<file path="src/rtl/systolic_mac_pe_pkg.sv">
// Shared types and helpers for the systolic MAC processing element.
package systolic_mac_pe_pkg;

  localparam int unsigned MAX_ACC_W = 128;

  typedef enum logic [0:0] {
    PE_INIT,
    PE_RUN
  } pe_state_e;

  // Clamp a sign-extended value into the signed range of 'width' bits.
  function automatic logic signed [MAX_ACC_W-1:0] sat_to_width(
    input logic signed [MAX_ACC_W-1:0] value,
    input int unsigned                 width
  );
    logic signed [MAX_ACC_W-1:0] hi;
    logic signed [MAX_ACC_W-1:0] lo;
    lo = '1;
    lo = lo << (width - 1);
    hi = ~lo;
    if (value > hi) return hi;
    if (value < lo) return lo;
    return value;
  endfunction

endpackage

</file>
<file path="src/rtl/systolic_mac_pe_if.sv">
// Stream, read-out and status bundle of one systolic MAC PE.
interface systolic_mac_pe_if #(
  parameter int unsigned DATA_W = 16,
  parameter int unsigned ACC_W  = 40,
  parameter int unsigned ADDR_W = 3
);
  logic              in_valid;
  logic              in_ready;
  logic [DATA_W-1:0] in_a;
  logic [DATA_W-1:0] in_b;
  logic [ADDR_W-1:0] in_addr;
  logic              in_first;
  logic              out_valid;
  logic              out_ready;
  logic [DATA_W-1:0] out_a;
  logic [DATA_W-1:0] out_b;
  logic [ADDR_W-1:0] out_addr;
  logic              out_first;
  logic              rd_req;
  logic [ADDR_W-1:0] rd_addr;
  logic              rd_valid;
  logic [ACC_W-1:0]  rd_data;
  logic              sat_flag;
  logic              clr_sat;
  logic              busy;

  modport slave (
    input  in_valid, in_a, in_b, in_addr, in_first, out_ready, rd_req, rd_addr, clr_sat,
    output in_ready, out_valid, out_a, out_b, out_addr, out_first, rd_valid, rd_data,
           sat_flag, busy
  );

  modport master (
    output in_valid, in_a, in_b, in_addr, in_first, out_ready, rd_req, rd_addr, clr_sat,
    input  in_ready, out_valid, out_a, out_b, out_addr, out_first, rd_valid, rd_data,
           sat_flag, busy
  );
endinterface

</file>
<file path="src/rtl/pe_acc_file.sv">
// Accumulator register file: async read for the MAC stage, sync write,
// and a registered read-out port that sees same-cycle writes.
module pe_acc_file #(
  parameter int unsigned ACC_W  = 40,
  parameter int unsigned DEPTH  = 8,
  parameter int unsigned ADDR_W = $clog2(DEPTH)
) (
  input  logic              clk,
  input  logic              rst,
  input  logic              wr_en,
  input  logic [ADDR_W-1:0] wr_addr,
  input  logic [ACC_W-1:0]  wr_data,
  input  logic [ADDR_W-1:0] rd_addr,
  output logic [ACC_W-1:0]  rd_data,
  input  logic              ro_req,
  input  logic [ADDR_W-1:0] ro_addr,
  output logic              ro_valid,
  output logic [ACC_W-1:0]  ro_data
);
  logic [ACC_W-1:0] mem [DEPTH];

  assign rd_data = mem[rd_addr];

  always_ff @(posedge clk) begin
    if (wr_en) mem[wr_addr] <= wr_data;
  end

  always_ff @(posedge clk) begin
    if (rst) begin
      ro_valid <= 1'b0;
      ro_data  <= '0;
    end else begin
      ro_valid <= ro_req;
      if (ro_req) begin
        ro_data <= (wr_en && (wr_addr == ro_addr)) ? wr_data : mem[ro_addr];
      end
    end
  end
endmodule

</file>
<file path="src/rtl/systolic_mac_pe.sv">
// Systolic MAC PE: forwards operand pairs downstream and accumulates their
// signed products into a local accumulator file via a 2-stage pipeline.
module systolic_mac_pe
  import systolic_mac_pe_pkg::*;
#(
  parameter int unsigned DATA_W = 16,
  parameter int unsigned ACC_W  = 40,
  parameter int unsigned DEPTH  = 8,
  parameter int unsigned ADDR_W = $clog2(DEPTH),
  parameter int unsigned SAT_EN = 1
) (
  input logic              clk,
  input logic              rst,
  systolic_mac_pe_if.slave pe
);
  localparam int unsigned PROD_W = 2 * DATA_W;

  pe_state_e                state;
  logic [ADDR_W-1:0]        init_cnt;
  logic                     run;
  logic                     accept;

  logic                     s1_valid;
  logic signed [PROD_W-1:0] s1_prod;
  logic [ADDR_W-1:0]        s1_addr;
  logic                     s1_first;
  logic                     s2_valid;
  logic signed [PROD_W-1:0] s2_prod;
  logic [ADDR_W-1:0]        s2_addr;
  logic                     s2_first;

  logic [ACC_W-1:0]         acc_rd;
  logic [ACC_W-1:0]         acc_base;
  logic signed [ACC_W:0]    sum;
  logic                     ovf;
  logic                     wr_en;
  logic [ADDR_W-1:0]        wr_addr;
  logic [ACC_W-1:0]         wr_data;

  assign run         = (state == PE_RUN);
  assign pe.in_ready = !rst && run && (!pe.out_valid || pe.out_ready);
  assign accept      = pe.in_valid && pe.in_ready;
  assign pe.busy     = !rst && (s1_valid || s2_valid);

  always_ff @(posedge clk) begin
    if (rst) begin
      state        <= PE_INIT;
      init_cnt     <= '0;
      s1_valid     <= 1'b0;
      s2_valid     <= 1'b0;
      pe.out_valid <= 1'b0;
      pe.out_a     <= '0;
      pe.out_b     <= '0;
      pe.out_addr  <= '0;
      pe.out_first <= 1'b0;
      pe.sat_flag  <= 1'b0;
    end else begin
      if (state == PE_INIT) begin
        init_cnt <= init_cnt + 1'b1;
        if (init_cnt == ADDR_W'(DEPTH - 1)) state <= PE_RUN;
      end
      s1_valid <= accept;
      s2_valid <= s1_valid;
      if (accept) begin
        pe.out_valid <= 1'b1;
        pe.out_a     <= pe.in_a;
        pe.out_b     <= pe.in_b;
        pe.out_addr  <= pe.in_addr;
        pe.out_first <= pe.in_first;
      end else if (pe.out_ready) begin
        pe.out_valid <= 1'b0;
      end
      // A same-cycle overflow beats the clear.
      if (s2_valid && ovf) pe.sat_flag <= 1'b1;
      else if (pe.clr_sat) pe.sat_flag <= 1'b0;
    end
  end

  always_ff @(posedge clk) begin
    if (accept) begin
      s1_prod  <= $signed(pe.in_a) * $signed(pe.in_b);
      s1_addr  <= pe.in_addr;
      s1_first <= pe.in_first;
    end
    s2_prod  <= s1_prod;
    s2_addr  <= s1_addr;
    s2_first <= s1_first;
  end

  // S2 reads the file combinationally, so a write at the end of the previous
  // cycle is already visible to the next pair for the same entry.
  assign acc_base = s2_first ? '0 : acc_rd;
  assign sum      = $signed({acc_base[ACC_W-1], acc_base}) + (ACC_W + 1)'(s2_prod);
  assign ovf      = sum[ACC_W] ^ sum[ACC_W-1];

  always_comb begin
    wr_en   = 1'b0;
    wr_addr = init_cnt;
    wr_data = '0;
    if (state == PE_INIT) begin
      wr_en = 1'b1;
    end else if (s2_valid) begin
      wr_en   = 1'b1;
      wr_addr = s2_addr;
      if ((SAT_EN != 0) && ovf) wr_data = ACC_W'(sat_to_width(MAX_ACC_W'(sum), ACC_W));
      else                      wr_data = sum[ACC_W-1:0];
    end
  end

  pe_acc_file #(
    .ACC_W  (ACC_W),
    .DEPTH  (DEPTH),
    .ADDR_W (ADDR_W)
  ) u_acc_file (
    .clk      (clk),
    .rst      (rst),
    .wr_en    (wr_en),
    .wr_addr  (wr_addr),
    .wr_data  (wr_data),
    .rd_addr  (s2_addr),
    .rd_data  (acc_rd),
    .ro_req   (pe.rd_req && run),
    .ro_addr  (pe.rd_addr),
    .ro_valid (pe.rd_valid),
    .ro_data  (pe.rd_data)
  );
endmodule

</file>
<file path="src/flat_wrapper.sv">
// flat-port wrapper written by rule: the top's interface ports become plain ports
module systolic_mac_pe_flat import systolic_mac_pe_pkg::*;
#(
  parameter int unsigned DATA_W = 16,
  parameter int unsigned ACC_W  = 40,
  parameter int unsigned DEPTH  = 8,
  parameter int unsigned ADDR_W = $clog2(DEPTH),
  parameter int unsigned SAT_EN = 1
)
  (clk, rst, pe_in_valid, pe_in_a, pe_in_b, pe_in_addr, pe_in_first, pe_out_ready, pe_rd_req, pe_rd_addr, pe_clr_sat, pe_in_ready, pe_out_valid, pe_out_a, pe_out_b, pe_out_addr, pe_out_first, pe_rd_valid, pe_rd_data, pe_sat_flag, pe_busy);
  systolic_mac_pe_if #(.DATA_W(DATA_W), .ACC_W(ACC_W), .ADDR_W(ADDR_W)) pe_i ();
  input logic clk;
  input logic rst;
  input wire logic [$bits(pe_i.in_valid)-1:0] pe_in_valid;
  input wire logic [$bits(pe_i.in_a)-1:0] pe_in_a;
  input wire logic [$bits(pe_i.in_b)-1:0] pe_in_b;
  input wire logic [$bits(pe_i.in_addr)-1:0] pe_in_addr;
  input wire logic [$bits(pe_i.in_first)-1:0] pe_in_first;
  input wire logic [$bits(pe_i.out_ready)-1:0] pe_out_ready;
  input wire logic [$bits(pe_i.rd_req)-1:0] pe_rd_req;
  input wire logic [$bits(pe_i.rd_addr)-1:0] pe_rd_addr;
  input wire logic [$bits(pe_i.clr_sat)-1:0] pe_clr_sat;
  output wire logic [$bits(pe_i.in_ready)-1:0] pe_in_ready;
  output wire logic [$bits(pe_i.out_valid)-1:0] pe_out_valid;
  output wire logic [$bits(pe_i.out_a)-1:0] pe_out_a;
  output wire logic [$bits(pe_i.out_b)-1:0] pe_out_b;
  output wire logic [$bits(pe_i.out_addr)-1:0] pe_out_addr;
  output wire logic [$bits(pe_i.out_first)-1:0] pe_out_first;
  output wire logic [$bits(pe_i.rd_valid)-1:0] pe_rd_valid;
  output wire logic [$bits(pe_i.rd_data)-1:0] pe_rd_data;
  output wire logic [$bits(pe_i.sat_flag)-1:0] pe_sat_flag;
  output wire logic [$bits(pe_i.busy)-1:0] pe_busy;
  assign pe_i.in_valid = pe_in_valid;
  assign pe_i.in_a = pe_in_a;
  assign pe_i.in_b = pe_in_b;
  assign pe_i.in_addr = pe_in_addr;
  assign pe_i.in_first = pe_in_first;
  assign pe_i.out_ready = pe_out_ready;
  assign pe_i.rd_req = pe_rd_req;
  assign pe_i.rd_addr = pe_rd_addr;
  assign pe_i.clr_sat = pe_clr_sat;
  assign pe_in_ready = pe_i.in_ready;
  assign pe_out_valid = pe_i.out_valid;
  assign pe_out_a = pe_i.out_a;
  assign pe_out_b = pe_i.out_b;
  assign pe_out_addr = pe_i.out_addr;
  assign pe_out_first = pe_i.out_first;
  assign pe_rd_valid = pe_i.rd_valid;
  assign pe_rd_data = pe_i.rd_data;
  assign pe_sat_flag = pe_i.sat_flag;
  assign pe_busy = pe_i.busy;
  systolic_mac_pe #(.DATA_W(DATA_W), .ACC_W(ACC_W), .DEPTH(DEPTH), .ADDR_W(ADDR_W), .SAT_EN(SAT_EN)) u_core (.clk(clk), .rst(rst), .pe(pe_i));
endmodule
</file>
<file path="config.mk">
export PLATFORM = sky130hd
export DESIGN_NAME = systolic_mac_pe_flat
export DESIGN_NICKNAME = d
export VERILOG_FILES = /design/src/rtl/systolic_mac_pe_pkg.sv /design/src/rtl/systolic_mac_pe_if.sv /design/src/rtl/pe_acc_file.sv /design/src/rtl/systolic_mac_pe.sv /design/src/flat_wrapper.sv
export SDC_FILE = /design/constraint.sdc
export NUM_CORES = 1
export LEC_CHECK = 0
export ABC_AREA = 1
export CAP_MARGIN = 20
export CORE_ASPECT_RATIO = 2
export CORE_MARGIN = 3
export CORE_UTILIZATION = 58
export CTS_BUF_LIST = sky130_fd_sc_hd__clkbuf_8
export DETAILED_ROUTE_END_ITERATION = 6
export PLACE_DENSITY = 0.88
export SLEW_MARGIN = 20
export SYNTH_ARGS = -nofsm -noshare
export SYNTH_HDL_FRONTEND = slang
export SYNTH_SLANG_ARGS = --single-unit
</file>
<file path="constraint.sdc">
create_clock -name clk -period 14.8 [get_ports clk]
set_clock_uncertainty 0.05 [all_clocks]
set_input_delay 1.48 -clock clk [delete_from_list [all_inputs] [get_ports clk]]
set_output_delay 1.48 -clock clk [all_outputs]
set_load 0.005 [all_outputs]
</file>
* Yosys cells after proc, flatten, opt, wreduce, memory -nomap -nowiden
Memory sizes are Yosys's and may differ from the RTL's. A register that Yosys moved wholly into a read port is not among the register bits.
Index checks and enable logic that the tools add are counted.
** Word-level totals
- Memories :: 1
- RAM bits :: 320
- Flip-flop bits (word level) :: 117
- Bits of input ports :: 45
** Operators by class
- Multiplexer cells :: 29
- Order comparisons :: 2
- Equality and inequality tests :: 1
- $add $sub $neg :: 2
- Reduce and logical (&&, ||, !) cells :: 12
- Multipliers :: 1
- Bitwise gates (word level) :: 1
** Memories
- u_core.u_acc_file.mem :: words 8, width 40, rd ports 2, clocked after Yosys merged registers in 2, write ports 1, line pe_acc_file.sv:20 : logic [ACC_W-1:0] mem [DEPTH];
** Operators by type and width (number)
- $mux 40 :: 8
- $add 40x32->41 :: 1
- $gt 41x40->1 const B :: 1
- $lt 41x40->1 const B :: 1
- $mul 16x16->32 :: 1
- $mux 1 :: 19
- $logic_and 1x1->1 :: 6
- $mux 3 :: 2
- $reduce_bool 2->1 :: 2
- $add 3x1->3 const B :: 1
- $eq 3x3->1 const B :: 1
- $logic_not 1->1 :: 2
- $logic_or 1x1->1 :: 2
- $xor 1x1->1 :: 1

* Logic depth before layout (Yosys ltp)
- Depth after elaboration :: 16
- Gate-level depth with buffers :: 35
- Gate-level depth less buffers :: 31

* Hierarchy
Synthesis repeated with hierarchy kept, for this count alone.
** Second synthesis, totals
- Cell total of the unflattened synthesis :: 4321
- Area, all modules :: 34978.5 um2
** By module, submodules not included
- systolic_mac_pe :: cells an instance 2463, instances 1, area each 17782.1 um2, seq. area each 2682.6 um2
- pe_acc_file :: cells an instance 1858, instances 1, area each 17196.5 um2, seq. area each 10430.0 um2

* Least setup slack after synthesis
No wires, ideal clock.
- Path type :: input to register
- Start :: input port pe_in_b[1]
- End :: register u_core.s1_prod[28] (data pin)
- Arrival :: 7.033 ns
- Cell stages on the path :: 24
- Setup slack :: 7.452 ns
- Cells stage by stage :: clkbuf_1 -> clkbuf_1 -> nand2_1 -> fa_1 -> inv_1 -> fa_1 -> inv_1 -> fa_1 -> fa_1 -> fa_1 -> fa_1 -> inv_1 -> ha_1 -> a21oi_1 -> o21ai_0 -> a21oi_1 -> inv_1 -> a21oi_1 -> o31ai_1 -> nand2_1 -> nand2_1 -> a21boi_0 -> o21ai_0 -> xor2_1
** On the way
- Word-level cells in the longest chain between the ends :: 1
** Ends and longest elaborated chain
- start, declared :: line flat_wrapper.sv:16 : input wire logic [$bits(pe_i.in_b)-1:0] pe_in_b;
- $mul 16x16->32 :: line systolic_mac_pe.sv:81 : s1_prod <= $signed(pe.in_a) * $signed(pe.in_b);
- end signal, assigned :: line systolic_mac_pe.sv:81
- end, declared :: line systolic_mac_pe.sv:24 : logic signed [PROD_W-1:0] s1_prod;
Every way passes these cells.
A chain may end at the register's enable or synchronous reset.

* Worst setup path after layout
- Start :: input port pe_in_a[10]
- End :: register u_core.s1_prod[28] (data pin)
** On the way
- Word-level cells in the longest chain between the ends :: 1
** Ends and longest elaborated chain
- start, declared :: line flat_wrapper.sv:15 : input wire logic [$bits(pe_i.in_a)-1:0] pe_in_a;
- $mul 16x16->32 :: line systolic_mac_pe.sv:81
Every way passes these cells.

==> metrics.cfg <==
[routing]
routed_via_density = 5.888
wl_met3_um = 7686
first_pass_iters = 7
m1WireLength_um = 32010
dr_wl_met2_um = 51270
ant_nets = 0
wl_um = 99410
wl_per_cell_um = 20.41
highest_layer = met4
via_count = 28690
dr.first_iter.drc_count = 2569
drc = 1

[critical_path]
cp-start-kind = input port
crit_chain = clkdlybuf4s50_1 > nand2_1 > fa_1 > inv_1 > fa_1 > inv_1 > fa_1 > fa_1 > fa_1 > fa_1 > inv_1 > ha_1 > a21oi_1 > o21ai_0 > a21oi_1 > inv_1 > a21oi_1 > o31ai_1 > nand2_1 > nand2_1 > a21boi_0 > o21ai_0 > xor2_1
path_max_fanout = 17
cpMaxStageDelayCell = clkdlybuf4s50_1
worstPathRequired_ns = 15.16
critPathKind = in2reg
end_kind = register
cpPeakStageDelay_ns = 1.04
cp.buffers_inverters = 5
worstPathArrival_ns = 8.63
cp_common_cell = fa_1
crit_family = adder cells

[final_layout]
regArea_um2 = 13120
final_layout_size_suffix_gt1_share_pct = 4.674
fillers = 4716
fin_cells = 4872
multi_input_area_um2 = 17640
finalNetCount = 4486
final_area_um2 = 37350
area_growth_pct = 9.000

[power_and_ir_drop]
power.density_nw_per_um2 = 181.7
p_leak_nw = 17.03
irDropWorstVdd_mv = 0.1865

[sta]
timing_hold_violations_final = 0
setup_viol = 0
rsz0062_at_grt = no
worst_slew_pin_slew_ns = 1.166
max_freq_ghz = 0.1208
worst_slack_ns = 6.524
setup-tns-final_ns = 0
slew_violations = 0
maxSlewHeadroom_pct = 22.17
layout_min_cycle_time_ns = 8.276
finalCritPeriodShare_pct = 55.92

[synth]
netlist-cell-type-count = 46
yosysTopAreaCellShare_pct = 31.20
yosysMostFrequentCell = nand2_1
ys_seq_area_share_pct = 38.26
yosysTopAreaCell = edfxtp_1
ys_ff_latch = 477
synthTopCellsByCount = 947 x nand2_1, 707 x inv_1, 420 x a21oi_1, 356 x edfxtp_1, 342 x o21ai_0
ys_warn_count = 0
ys.flop_type = edfxtp_1
synth_edf_count = 356
synthCells = 4064
synth.avg_cell_area_um2 = 8.432
synthTopCellsByArea = edfxtp_1 31%, fa_1 15%, nand2_1 10%, inv_1 7.7%, dfxtp_1 7.1%
syn_nets = 4498
async_flop_share_pct = 0
syn_area_um2 = 34270

[global_route]
track_usage_pct = 32.06
grt.overflow.total = 0
first_global_vias = 29620
grt_first_pass_wirelength_um = 153600
antenna_found_initial = 2
grt_start_max_net_pins = 162

[floorplanning]
die-area_um2 = 62210
io_pins = 126
rows = 125
start_util_pct = 58.74
die_y_um = 349.8
core_um2 = 58340
die_width_um = 177.9

[clock_tree]
clk_latency_ns = 0.67
clk_pin_slew_ns = 0.08
numCtsBuffers = 69
ctsHoldBuffers = 0
clock_sinks = 477
cts-htree-levels = 3
tritoncts = built
cts_root_buffer = clkbuf_8
cts_resized = 0
postCtsSetupBuffers = 0
cts_max_path_buffers = 3

[flow_run]
maxCapViolCount = 0

[min_path]
hold_class = reg2reg

[placed_design]
hpwl_um = 70730
pre_cts_slack_ns = 5.991
gp_congestion = 1.060
dp.cells = 4743
place_area_um2 = 35840
portBuffers = 125

[run_status]
failed_checks = DRC
outcome = complete, but fails checks

layer usage:
layer | track usage (%) | up-vias
met5 | 0 | -
met4 | 24.68 | 0
met3 | 4.408 | 499
met2 | 57.34 | 1644
met1 | 33.28 | 13480
li1 | - | 13070
worst paths after layout:
| kind | from | cells after the start | endpoint | slack [ns] |
|---|---|---|---|---|
| setup / recovery | pe_in_a[10] | 23 | u_core.s1_prod[28]$_DFFE_PP_ | 6.52 |
| hold / removal | u_core.s1_prod[20]$_DFFE_PP_ | 0 | u_core.s2_prod[20]$_DFF_P_ | 0.28 |
| setup reg to reg | u_core.s2_addr[0]$_DFF_P_ | 26 | u_core.u_acc_file.mem[4][18]$_DFFE_PP_ | 7.72 |
| hold reg to reg | u_core.s1_prod[20]$_DFFE_PP_ | 0 | u_core.s2_prod[20]$_DFF_P_ | 0.28 |
cell families after synthesis:
| logic type | synth area share [%] |
|---|---|
| AND/OR/NAND/NOR | 14.66 |
| buffers and inverters | 10.49 |
| AO/OA/AOI/OAI | 14.33 |
| flip-flops | 38.26 |
| adder cells (fa/ha/maj) | 19.96 |
| XOR/XNOR | 1.121 |
| multiplexers | 1.168 |
power breakdown:
part           switching [W]  leakage, nW  internal [W]
Clock               0.000534        0.808      0.000625
Sequential         0.0000158         4.35       0.00170
Combinational        0.00242         11.9       0.00149
Total                0.00297         17.0       0.00382
sequential cells by signal, indices dropped and copies added, names as in the netlist:
register,flops
u_core.u_acc_file.mem,320
u_core.u_acc_file.ro_data,40
u_core.s1_prod,32
u_core.s2_prod,32
u_core.pe.out_a,16
u_core.pe.out_b,16
u_core.init_cnt,3
u_core.pe.out_addr,3
u_core.s1_addr,3
u_core.s2_addr,3
u_core.pe.out_first,1
u_core.pe.out_valid,1
u_core.pe.sat_flag,1
u_core.run,1
u_core.s1_first,1
u_core.s1_valid,1
u_core.s2_first,1
u_core.s2_valid,1
u_core.u_acc_file.ro_valid,1
cells in the final DEF, fill, tap and decap left out, types with 9 or more instances in the layout:
cell,count
nand2_1,945
clkbuf_8,78
dfxtp_1,119
a21oi_1,420
inv_1,723
clkinvlp_4,9
nand4_1,16
fa_1,263
nor2_1,141
a31oi_1,46
xor2_1,27
mux2i_1,40
nand3_1,83
nand2_2,19
xnor2_1,15
ha_1,126
o211ai_1,80
clkdlybuf4s50_1,121
nand3b_1,9
o21ai_0,341
buf_4,26
edfxtp_1,356
layout make-up:
type / instances / share of cell area (%)
timing repair buffer: 150 / 3.869
tap: 762 / 2.552
multi-input combinational: 2641 / 47.23
sequential: 477 / 35.12
clock inverter: 50 / 1.209
clock buffer: 77 / 2.837
antenna: 2 / 0.01340
inverter: 713 / 7.165
through the flow:
stage                     hold slack, ns  total power [W]  util, %
final                             0.2820         0.006789    64.03
after floorplan                   0.2733         0.004644        -
after global routing              0.2969         0.007348    64.03
after CTS                         0.2798         0.006803    64.02
after detailed placement          0.2767         0.005652    61.43
after global placement            0.2746         0.005529    61.43
Note: power is estimated with default switching activity, not from simulation.
